===== src/rtl/main_exp32.sv =====
// rtl/main_exp32.sv - single-cycle MIPS-style ALU with registered result, zero flag and branch offset
module main_exp32 (
    input  logic        clk,
    input  logic        rst,
    input  logic [0:1]  ALUop,
    input  logic [0:31] RD1,
    input  logic [0:31] RD2,
    input  logic [0:31] SE,
    output logic        Zero,
    output logic [0:31] Out,
    output logic [0:31] Out2
);

    localparam logic [2:0] OP_ADD = 3'd0;
    localparam logic [2:0] OP_SUB = 3'd1;
    localparam logic [2:0] OP_AND = 3'd2;
    localparam logic [2:0] OP_OR  = 3'd3;
    localparam logic [2:0] OP_SLT = 3'd4;

    logic [0:5]  w_funct;
    logic [2:0]  w_op;
    logic [0:31] w_b;
    logic [0:31] w_result;
    logic [0:31] w_offset;

    logic        r_zero;
    logic [0:31] r_out;
    logic [0:31] r_out2;

    assign w_funct  = SE[26:31];
    // Only the register-based classes (01, 10) take RD2 as operand B.
    assign w_b      = (ALUop[0] ^ ALUop[1]) ? RD2 : SE;
    assign w_offset = {SE[2:31], 2'b00};

    always_comb begin
        w_op = OP_ADD;
        case (ALUop)
            2'b01: w_op = OP_SUB;
            2'b10: begin
                case (w_funct)
                    6'b100000: w_op = OP_ADD;
                    6'b100010: w_op = OP_SUB;
                    6'b100100: w_op = OP_AND;
                    6'b100101: w_op = OP_OR;
                    6'b101010: w_op = OP_SLT;
                    default:   w_op = OP_ADD;
                endcase
            end
            default: w_op = OP_ADD;
        endcase
    end

    always_comb begin
        w_result = '0;
        case (w_op)
            OP_SUB:  w_result = RD1 - w_b;
            OP_AND:  w_result = RD1 & w_b;
            OP_OR:   w_result = RD1 | w_b;
            OP_SLT:  w_result = ($signed(RD1) < $signed(w_b)) ? 32'd1 : 32'd0;
            default: w_result = RD1 + w_b;
        endcase
    end

    always_ff @(posedge clk or posedge rst) begin
        if (rst) begin
            r_out  <= '0;
            r_out2 <= '0;
            r_zero <= 1'b1;
        end else begin
            r_out  <= w_result;
            r_out2 <= w_offset;
            r_zero <= (w_result == 32'd0);
        end
    end

    assign Out  = r_out;
    assign Out2 = r_out2;
    assign Zero = r_zero;

endmodule


===== config.mk =====
export PLATFORM = sky130hd
export DESIGN_NAME = main_exp32
export DESIGN_NICKNAME = d
export VERILOG_FILES = /design/src/rtl/main_exp32.sv
export SDC_FILE = /design/constraint.sdc
export NUM_CORES = 1
export LEC_CHECK = 0
export CAP_MARGIN = 5
export CORE_MARGIN = 1
export CORE_UTILIZATION = 40
export CTS_CLUSTER_DIAMETER = 30
export DETAILED_ROUTE_END_ITERATION = 6
export PLACE_DENSITY = 0.74
export SYNTH_ARGS = -nofsm -noshare
export SYNTH_HDL_FRONTEND = slang
export SYNTH_SLANG_ARGS = --single-unit

===== constraint.sdc =====
create_clock -name clk -period 4.1 [get_ports clk]
set_input_delay 0.41 -clock clk [delete_from_list [all_inputs] [get_ports clk]]
set_output_delay 0.41 -clock clk [all_outputs]
set_load 0.05 [all_outputs]

Word-level counts from Yosys, hierarchy flattened
Index checks and enable logic that the tools add are counted.
{ "word_totals": {"ff_bits": 63, "inputBits": 100, "out_inout_bits": 65, "wordCells": 25} }
{ "op_classes": {"addsub": 2, "magnitude_cmp": 1, "eq_ne": 10, "mux": 5, "n_bitwise": 3, "reduce_logical": 1} }
{ "ops": {"columns": ["op", "n"], "rows": [
  ["32-bit one-hot mux with 4 select lines", 1],
  ["32-bit adder", 1],
  ["32-bit AND", 1],
  ["32-bit logical NOT", 1],
  ["32-bit < comparator", 1],
  ["32-bit 2-to-1 mux", 1],
  ["32-bit OR", 1],
  ["32-bit subtractor", 1],
  ["6-bit == test (second input constant)", 4],
  ["3-bit one-hot mux with 4 select lines", 1],
  ["3-bit by 2-bit == test with 1-bit output (second input constant)", 2],
  ["3-bit one-hot mux with 2 select lines", 1],
  ["3-bit by 1-bit == test with 1-bit output (second input constant)", 1],
  ["3-bit == test (second input constant)", 1],
  ["2-bit by 1-bit == test with 1-bit output (second input constant)", 1],
  ["2-bit == test (second input constant)", 1],
  ["1-bit 2-to-1 mux", 1],
  ["1-bit bitwise XOR", 1]
]} }

Longest topological paths before layout
Gate-level depths: netlist (run 1).
{ "logic_depth": {"depth_word": 6, "depth_mapped": 20, "depth_no_buf": 18} }

Worst setup path before layout (run 1)
OpenSTA, ideal clock, no wires.
{ "synth_path": {"path_kind": "input to register", "start": "input port ALUop[1] (netlist name)", "end": "register r_zero (netlist: Zero)", "setup_ns": 0.090, "t_arrival_ns": 4.897, "t_required_ns": 4.010, "setup_slack_ns": -0.887, "cell_stages": 19, "path_buffers": 2, "cell_sequence": "inv_1 -> ha_1 -> clkbuf_1 -> clkbuf_1 -> mux2_2 -> inv_1 -> ha_1 -> o21bai_1 -> o211ai_1 -> a311oi_1 -> o31a_1 -> o21ai_2 -> xnor2_1 -> a221o_1 -> or4b_1 -> or4_1 -> nor4_2 -> nand4_1 -> nor4_2"} }
{ "synth_via": {"word_cells_on_any_way": 17, "cone_classes": "2 x add/sub; 1 x order compare; 6 x eq/ne; 4 x mux; 3 x bitwise; 1 x reduce/logical"} }
{ "synth_rtl": {"columns": ["element", "line", "rtl"], "rows": [
  ["from (decl)", "5", "input logic [0:1] ALUop,"],
  ["1-bit bitwise XOR (tied with other cells)", "32", "assign w_b = (ALUop[0] ^ ALUop[1]) ? RD2 : SE;"],
  ["32-bit 2-to-1 mux or 3-bit one-hot mux with 2 select lines (tied branches)", "32, 37", null],
  ["32-bit adder (tied with other cells)", "60", "default: w_result = RD1 + w_b;"],
  ["32-bit one-hot mux with 4 select lines *", "55", "case (w_op)"],
  ["via w_result, one bit", "23", "logic [0:31] w_result;"],
  ["32-bit logical NOT *", "72", "r_zero <= (w_result == 32'd0);"],
  ["to (signal assigned)", "72", null],
  ["to (decl)", "26", "logic r_zero;"]
]} }
The timed path passes the listed nets; every way through them passes the cells marked *.

Worst setup path in the final report (run 1)
Ends and elaborated chain as after synthesis.

==> run summary, run 1 <==
Post-synth ARST share -> 1.00
RSZ-0062 raised after global routing -> true
# port buffers -> 162
Worst Path Max Fanout -> 4
internal cell power -> 2.56 mW
DRC errors left -> 0
clk sinks -> 63
dpl ws -> -1570 ps
GR peak layer -> met2
gp weighted congestion -> 1.04
Die Y -> 136 µm
final WL -> 29100 µm
share of layout cells above drive strength 1 -> 0.361
sequential share of power -> 0.172
Comb pwr share -> 0.631
CTS tree -> yes
row cnt -> 48
Vias/cell -> 5.50
delay of the slowest critical-path stage -> 560 ps
Num CTS Buffers -> 9
DP Cell Count -> 1594
vias in the first global route -> 8916
worst slew pin tran -> 856 ps
routing usage on met2 -> 0.522
power density over the cells -> 348 nW/µm²
crit path time final -> 4520 ps
non-filler instance count after layout -> 1634
Worst setup SP type -> input port
Peak Freq -> 221 MHz
switching part of the total -> 0.417
area delta synth->final -> 74.6%
Fillers -> 1353
syn avg cell area -> 7.84 µm²
Netlist cell types -> 81
fin. max-slew vios -> 0
Hold Path Class -> in2reg
Syn Inst Count -> 921
Ys Warns -> 0
Global Route Usage Sum -> 0.316
VDD IR max -> 0.276 mV
n_diodes -> 0
initial antenna violation count -> 0
CP most frequent cell -> buf_8
CTS Root Cell -> clkbuf_16
Clock Power Share -> 0.197
Post-DP HPWL -> 22600 µm
Routed WL per cell -> 17.8 µm
largest net degree at the start of global routing -> 41
#FFs+latches synth -> 63
Slowest-stage cell, CP -> or4_4
met1 Use GR -> 0.392
setup total negative slack -> -731 ps
Initial Utilization -> 0.413
Final setup violation count -> 2
Max clock buf depth -> 2
final hold violations -> 0
GR Overflow Total -> 0
Critical Path End Type -> flip-flop
via count -> 8988
sequential fraction of the synthesis area -> 0.218
status -> complete, but fails checks
H-tree Lvls -> 3
setup ws final -> -416 ps
full die area -> 18600 µm²
main flop type after synthesis -> dfrtp_1
remaining antenna violation count after routing -> 0
sw power -> 1.83 mW
failing checks -> setup timing
first-pass GRT wire length -> 45100 µm
Core Region -> 17500 µm²
Die Wd -> 136 µm
Final Cycle Share -> 1.10
crit path kind -> in2reg
Max-cap violations -> 0
Post-synth EDFFs -> 0
Netlist Area Pre-Place -> 7220 µm²
slew margin rel. -> 0.426
final net count -> 1606
initial DRC count -> 596
crit path DAT -> 4780 ps
P_leak -> 5.92 nW
CP Cell Sequence -> buf_8 > inv_4 > ha_4 > buf_12 > buf_8 > buf_6 > mux2_4 > inv_4 > ha_4 > buf_8 > or4_4 > a31oi_4 > o21ai_2 > xnor2_1 > a221o_1 > or4b_1 > or4_4 > nor4_4 > nand4_1 > nor4_2
Critical Path RT -> 4360 ps
fin util -> 0.722
io pins -> 165
met3 Use GR -> 0.0735
TritonRoute pass-1 iters -> 5
Clock Pin Slew Worst Setup and Hold Paths -> 60 ps
## cells in the mapped netlist, types with 3 or more instances
master	n	share of area
a21oi_1	83	0.057
ha_1	100	0.17
a221oi_1	8	0.0097
o221ai_1	9	0.011
buf_2	3	0.0021
a41oi_1	5	0.0061
o31a_1	5	0.0061
o21ai_0	47	0.033
or2_2	4	0.0035
a31oi_1	5	0.0043
buf_1	6	0.0031
nand4_1	9	0.0078
o31ai_1	13	0.014
or4_1	4	0.0042
nor3b_1	4	0.0042
a211o_1	9	0.011
clkbuf_1	28	0.015
nor4_1	7	0.0061
o21bai_1	8	0.0083
dfrtp_1	62	0.21
a21o_1	12	0.012
inv_1	102	0.053
mux2_2	31	0.048
a211oi_1	12	0.012
nand2_1	58	0.030
o2111ai_1	4	0.0048
a311oi_1	4	0.0048
mux2i_1	7	0.0097
nand3_1	16	0.011
nor3_1	19	0.013
xnor2_1	14	0.017
a221o_1	7	0.0097
xor2_1	3	0.0036
and3_1	3	0.0026
nor2b_1	17	0.015
o211ai_1	8	0.0083
nand2b_1	9	0.0078
o22ai_1	13	0.011
nor2_1	106	0.055
a2bb2oi_1	3	0.0036
## critical path: cells and delay by family
family          cells  cell delay [ps]
xor+xnor            1              130
fa+ha+maj           2              410
compound gates      3              640
simple gates        6             2150
buf+inv             7              710
mux                 1              310
## power by group through the flow
stage                     sequential [mW]  combinational (mW)  clock, mW
after floorplan                      1.15               0.920          0
after global placement              0.764                2.48          0
after detailed placement            0.768                2.50          0
after CTS                           0.758                2.67      0.874
after global routing                0.766                2.94      0.901
final                               0.756                2.77      0.864
## metal layers
metal / share of wire / vias up
li1: - / 4284
met3: 0.075 / 76
met2: 0.47 / 395
met4: 0.033 / 0
met1: 0.42 / 4233
met5: 0 / -
## layout make-up
type                    count  area (µm²)  share of cell area
flip-flops and latches     63        1580               0.125
repair buffers            511        4330               0.343
multi-input cells         716        5710               0.452
well taps                 225         282              0.0223
clock inverters             5        81.3             0.00645
clock buffers              11         243              0.0192
inverters                 103         395              0.0313
## cell families (layout without fill, tap and decap cells)
logic type / after synthesis / after routing / synth area share
other cells: 1 / 2 / 0.000519
xor+xnor: 17 / 17 / 0.0206
flops: 63 / 63 / 0.218
fa+ha+maj: 102 / 102 / 0.179
compound gates: 285 / 285 / 0.265
simple gates: 272 / 272 / 0.182
buf+inv: 143 / 630 / 0.0769
mux: 38 / 38 / 0.0580
## final timing paths
kind	start	endpoint	slack, ps	cells after the start
max	ALUop[1]	Zero	-420	20
min	SE[12]	Out2[10]	510	1
max in group asynchronous	rst	Zero	2640	3
min in group asynchronous	rst	Out2[2]	550	2
## registers in the layout, summed over array words and instances (netlist names)
signal / count
Out: 32
Out2: 30
Zero: 1
## cells in the final DEF, fill, tap and decap left out, drive strengths merged, types with 8 or more instances in the layout
| master | synthesis | layout |
|---|---|---|
| a21oi | 83 | 83 |
| nand2b | 9 | 9 |
| o211ai | 9 | 9 |
| nor3 | 19 | 19 |
| nor2 | 106 | 106 |
| buf | 12 | 351 |
| inv | 102 | 102 |
| a211oi | 12 | 12 |
| clkbuf | 28 | 11 |
| clkdlybuf4s50 | 0 | 160 |
| nor2b | 17 | 17 |
| o21ai | 50 | 50 |
| nand2 | 58 | 58 |
| nand3 | 16 | 16 |
| o21bai | 8 | 8 |
| xnor2 | 14 | 14 |
| o22ai | 13 | 13 |
| nor4 | 9 | 9 |
| o31ai | 13 | 13 |
| a221oi | 8 | 8 |
| nand4 | 9 | 9 |
| ha | 100 | 100 |
| dfrtp | 62 | 62 |
| a21o | 12 | 12 |
| o221ai | 9 | 9 |
| a211o | 9 | 9 |
| mux2 | 31 | 31 |
## metrics by stage
step	hold slack, ps	total power, mW	cell area (µm²)
6_report	513	4.39	12600
5_1_grt	513	4.61	12600
3_3_place_gp	879	3.24	11500
4_1_cts	510	4.30	12300
3_5_place_dp	884	3.27	11500
2_1_floorplan	441	2.07	7310
## what timing repair did
action,4_1_cts,5_1_grt
endpoints found under the setup margin,17,12
gates resized for setup,100,50
buffers inserted,12,13
hold buffers,0,0
pin swaps,19,20
Note: power is estimated with default switching activity, not from simulation.
==> inputs of run 2 (changes only) <==
--- a/config.mk
+++ b/config.mk
@@ -5,12 +5,14 @@
 export SDC_FILE = /design/constraint.sdc
 export NUM_CORES = 1
 export LEC_CHECK = 0
-export CAP_MARGIN = 5
+export CAP_MARGIN = 20
 export CORE_MARGIN = 1
 export CORE_UTILIZATION = 40
 export CTS_CLUSTER_DIAMETER = 30
 export DETAILED_ROUTE_END_ITERATION = 6
+export GPL_ROUTABILITY_DRIVEN = 0
 export PLACE_DENSITY = 0.74
+export SLEW_MARGIN = 20
 export SYNTH_ARGS = -nofsm -noshare
 export SYNTH_HDL_FRONTEND = slang
 export SYNTH_SLANG_ARGS = --single-unit
==> run 2 against run 1 <==
Against the previous run: the flow still finishes with violations (setup timing); sequential power is essentially flat; core utilization down 0.47 points; critical path depth is 2 higher; worst setup slack lost 91 ps; maximum frequency shrank 2.0%; design area is 0.64% lower; via count is 3.8% higher; power rose by 0.88%; clock power is 0.7% higher; global-route usage down 1.2 points; first-iteration DRC count increased by 68%; critical endpoint unchanged; largest power group unchanged.
==> run summary, run 2 (same netlist as run 1, synthesis figures left out) <==
row cnt -> 48 (unchanged)
buffers and inverters on the worst path -> 7 (unchanged)
Die Wd -> 136 µm (unchanged)
status -> complete, but fails checks (unchanged)
most frequent cells in the layout -> buf_4, clkdlybuf4s50_1, nor2_1 (unchanged)
commonest non-fill, non-tap cell in the layout -> buf_4 (unchanged)
area delta synth->final -> 73.5% (was 74.6%)
Routed WL per cell -> 18.7 µm (was 17.8 µm)
VDD IR max -> 0.294 mV (was 0.276 mV)
Critical Path RT -> 4370 ps (was 4360 ps)
final net count -> 1573 (was 1606)
share of layout cells above drive strength 1 -> 0.357 (was 0.361)
# port buffers -> 162 (unchanged)
vias in the first global route -> 8943 (was 8916)
fin. max-slew vios -> 0 (unchanged)
remaining antenna violation count after routing -> 0 (unchanged)
clk sinks -> 63 (unchanged)
Die Y -> 136 µm (unchanged)
Initial Utilization -> 0.413 (unchanged)
io pins -> 165 (unchanged)
Final setup violation count -> 1 (was 2)
TritonRoute pass-1 iters -> 7 (was 5)
final WL -> 30000 µm (was 29100 µm)
max reg flops -> 32 (unchanged)
Hold-fix buffers, CTS -> 0 (unchanged)
DP Cell Count -> 1556 (was 1594)
Clock Pin Slew Worst Setup and Hold Paths -> 60 ps (about the same)
n_diodes -> 0 (unchanged)
switching part of the total -> 0.426 (was 0.417)
Design Power -> 4.43 mW (was 4.39 mW)
P_leak -> 5.81 nW (was 5.92 nW)
Core Region -> 17500 µm² (unchanged)
Vias/cell -> 5.83 (was 5.50)
Hold Path Class -> in2reg (unchanged)
via count -> 9327 (was 8988)
area used by multi-input combinational logic -> 5850 µm² (was 5710 µm²)
Global Route Usage Sum -> 0.304 (was 0.316)
initial antenna violation count -> 0 (unchanged)
non-filler instance count after layout -> 1601 (was 1634)
sw power -> 1.89 mW (was 1.83 mW)
setup total negative slack -> -507 ps (was -731 ps)
Clock Power Share -> 0.196 (was 0.197)
CTS tree -> yes (unchanged)
H-tree Lvls -> 3 (unchanged)
failing checks -> setup timing (unchanged)
Critical Path End Type -> flip-flop (unchanged)
CTS Root Cell -> clkbuf_16 (unchanged)
CP most frequent cell -> buf_4 (was buf_8)
Num CTS Buffers -> 9 (unchanged)
worst slew pin tran -> 784 ps (was 856 ps)
RSZ-0062 raised after global routing -> true (unchanged)
Worst Path Max Fanout -> 7 (was 4)
Max clock buf depth -> 2 (unchanged)
Fillers -> 1199 (was 1353)
Post-DP HPWL -> 21200 µm (was 22600 µm)
crit path kind -> in2reg (unchanged)
full die area -> 18600 µm² (unchanged)
first-pass GRT wire length -> 44100 µm (was 45100 µm)
setup ws final -> -507 ps (was -416 ps)
DRC errors left -> 0 (unchanged)
Peak Freq -> 217 MHz (was 221 MHz)
register area -> 1580 µm² (unchanged)
initial DRC count -> 1000 (was 596)
Worst setup SP type -> input port (unchanged)
GR Overflow Total -> 0 (unchanged)
Slowest-stage cell, CP -> or4bb_4 (was or4_4)
internal cell power -> 2.54 mW (was 2.56 mW)
CP Cell Sequence -> buf_8 > inv_4 > ha_4 > buf_12 > buf_4 > mux2_4 > inv_4 > buf_4 > ha_1 > nand2b_1 > o211ai_1 > a311oi_4 > buf_4 > o31ai_1 > and3_1 > o22ai_1 > o211ai_1 > and4b_1 > or4bb_4 > nor4_4 > nand4_1 > nor4_2 (was buf_8 > inv_4 > ha_4 > buf_12 > buf_8 > buf_6 > mux2_4 > inv_4 > ha_4 > buf_8 > or4_4 > a31oi_4 > o21ai_2 > xnor2_1 > a221o_1 > or4b_1 > or4_4 > nor4_4 > nand4_1 > nor4_2)
delay of the slowest critical-path stage -> 550 ps (was 560 ps)
delay-heaviest family, CP -> simple AND/OR/NAND/NOR gates (unchanged)
power density over the cells -> 354 nW/µm² (was 348 nW/µm²)
crit path time final -> 4610 ps (was 4520 ps)
slew margin rel. -> 0.474 (was 0.426)
largest net degree at the start of global routing -> 34 (was 41)
Final Cycle Share -> 1.12 (was 1.10)
Comb pwr share -> 0.634 (was 0.631)
Max-cap violations -> 0 (unchanged)
final hold violations -> 0 (unchanged)
sequential share of power -> 0.170 (was 0.172)
crit path DAT -> 4870 ps (was 4780 ps)
==> run 2: cell types whose count changed in the layout (fill, tap and decap cells not counted), moves of 3 or more <==
| cell | previous run | this run |
|---|---|---|
| a21oi_1 | 72 | 68 |
| a21oi_2 | 7 | 11 |
| buf_4 | 335 | 302 |
| clkdlybuf4s50_1 | 160 | 157 |
| dlymetal6s2s_1 | 0 | 3 |
| ha_1 | 86 | 83 |
| ha_4 | 11 | 14 |
| mux2_2 | 26 | 22 |
| mux2_4 | 5 | 9 |
| nor2_1 | 103 | 100 |
==> run 2: cell type report <==
cell class | count | share of cell area
Multi-Input combinational cell | 716 | 0.467
Timing Repair Buffer | 478 | 0.327
Sequential cell | 63 | 0.126
Inverter | 103 | 0.0316
Tap cell | 225 | 0.0225
Clock buffer | 11 | 0.0194
Clock inverter | 5 | 0.00649
==> run 2: power by group through the flow <==
stage	Clock (mW)	Combinational [mW]	Sequential, mW
2_1_floorplan	0	0.920	1.15
3_3_place_gp	0	2.39	0.765
3_5_place_dp	0	2.42	0.767
4_1_cts	0.877	2.59	0.755
5_1_grt	0.907	2.96	0.765
6_report	0.870	2.81	0.753
==> run 2: per-layer routing <==
layer  track usage  routed length (µm)  part of all wire  vias up
li1              -                   -                 -     4197
met1         0.384               11800              0.39     4322
met2         0.492               13600              0.45      633
met3        0.0563                2800             0.093      175
met4         0.152                1790             0.060        0
met5             0                   0                 0        -
==> run 2: through the flow <==
step	area, µm²	worst slack (ps)	util	hold WS, ps
global placement	11200	-1370	0.642	878
global route	12500	-586	0.717	426
finish	12500	-507	0.717	424
floorplan	7310	-400	-	441
detailed placement	11200	-1520	0.642	882
CTS	12100	-512	0.695	514
==> run 2: final timing paths <==
| path | cells after the start | start | to |
|---|---|---|---|
| worst max-delay path | 22 | ALUop[1] | Zero |
| max in group asynchronous | 3 | rst | Zero |
| worst min-delay path | 2 | SE[31] | Out2[29] |
| min in group asynchronous | 2 | rst | Out2[27] |
==> run 2: timing repair <==
action                     4_1_cts  5_1_grt
pin swaps                       26       54
resized for setup              111       69
buffers inserted                15       15
setup endpoints to repair       17       10
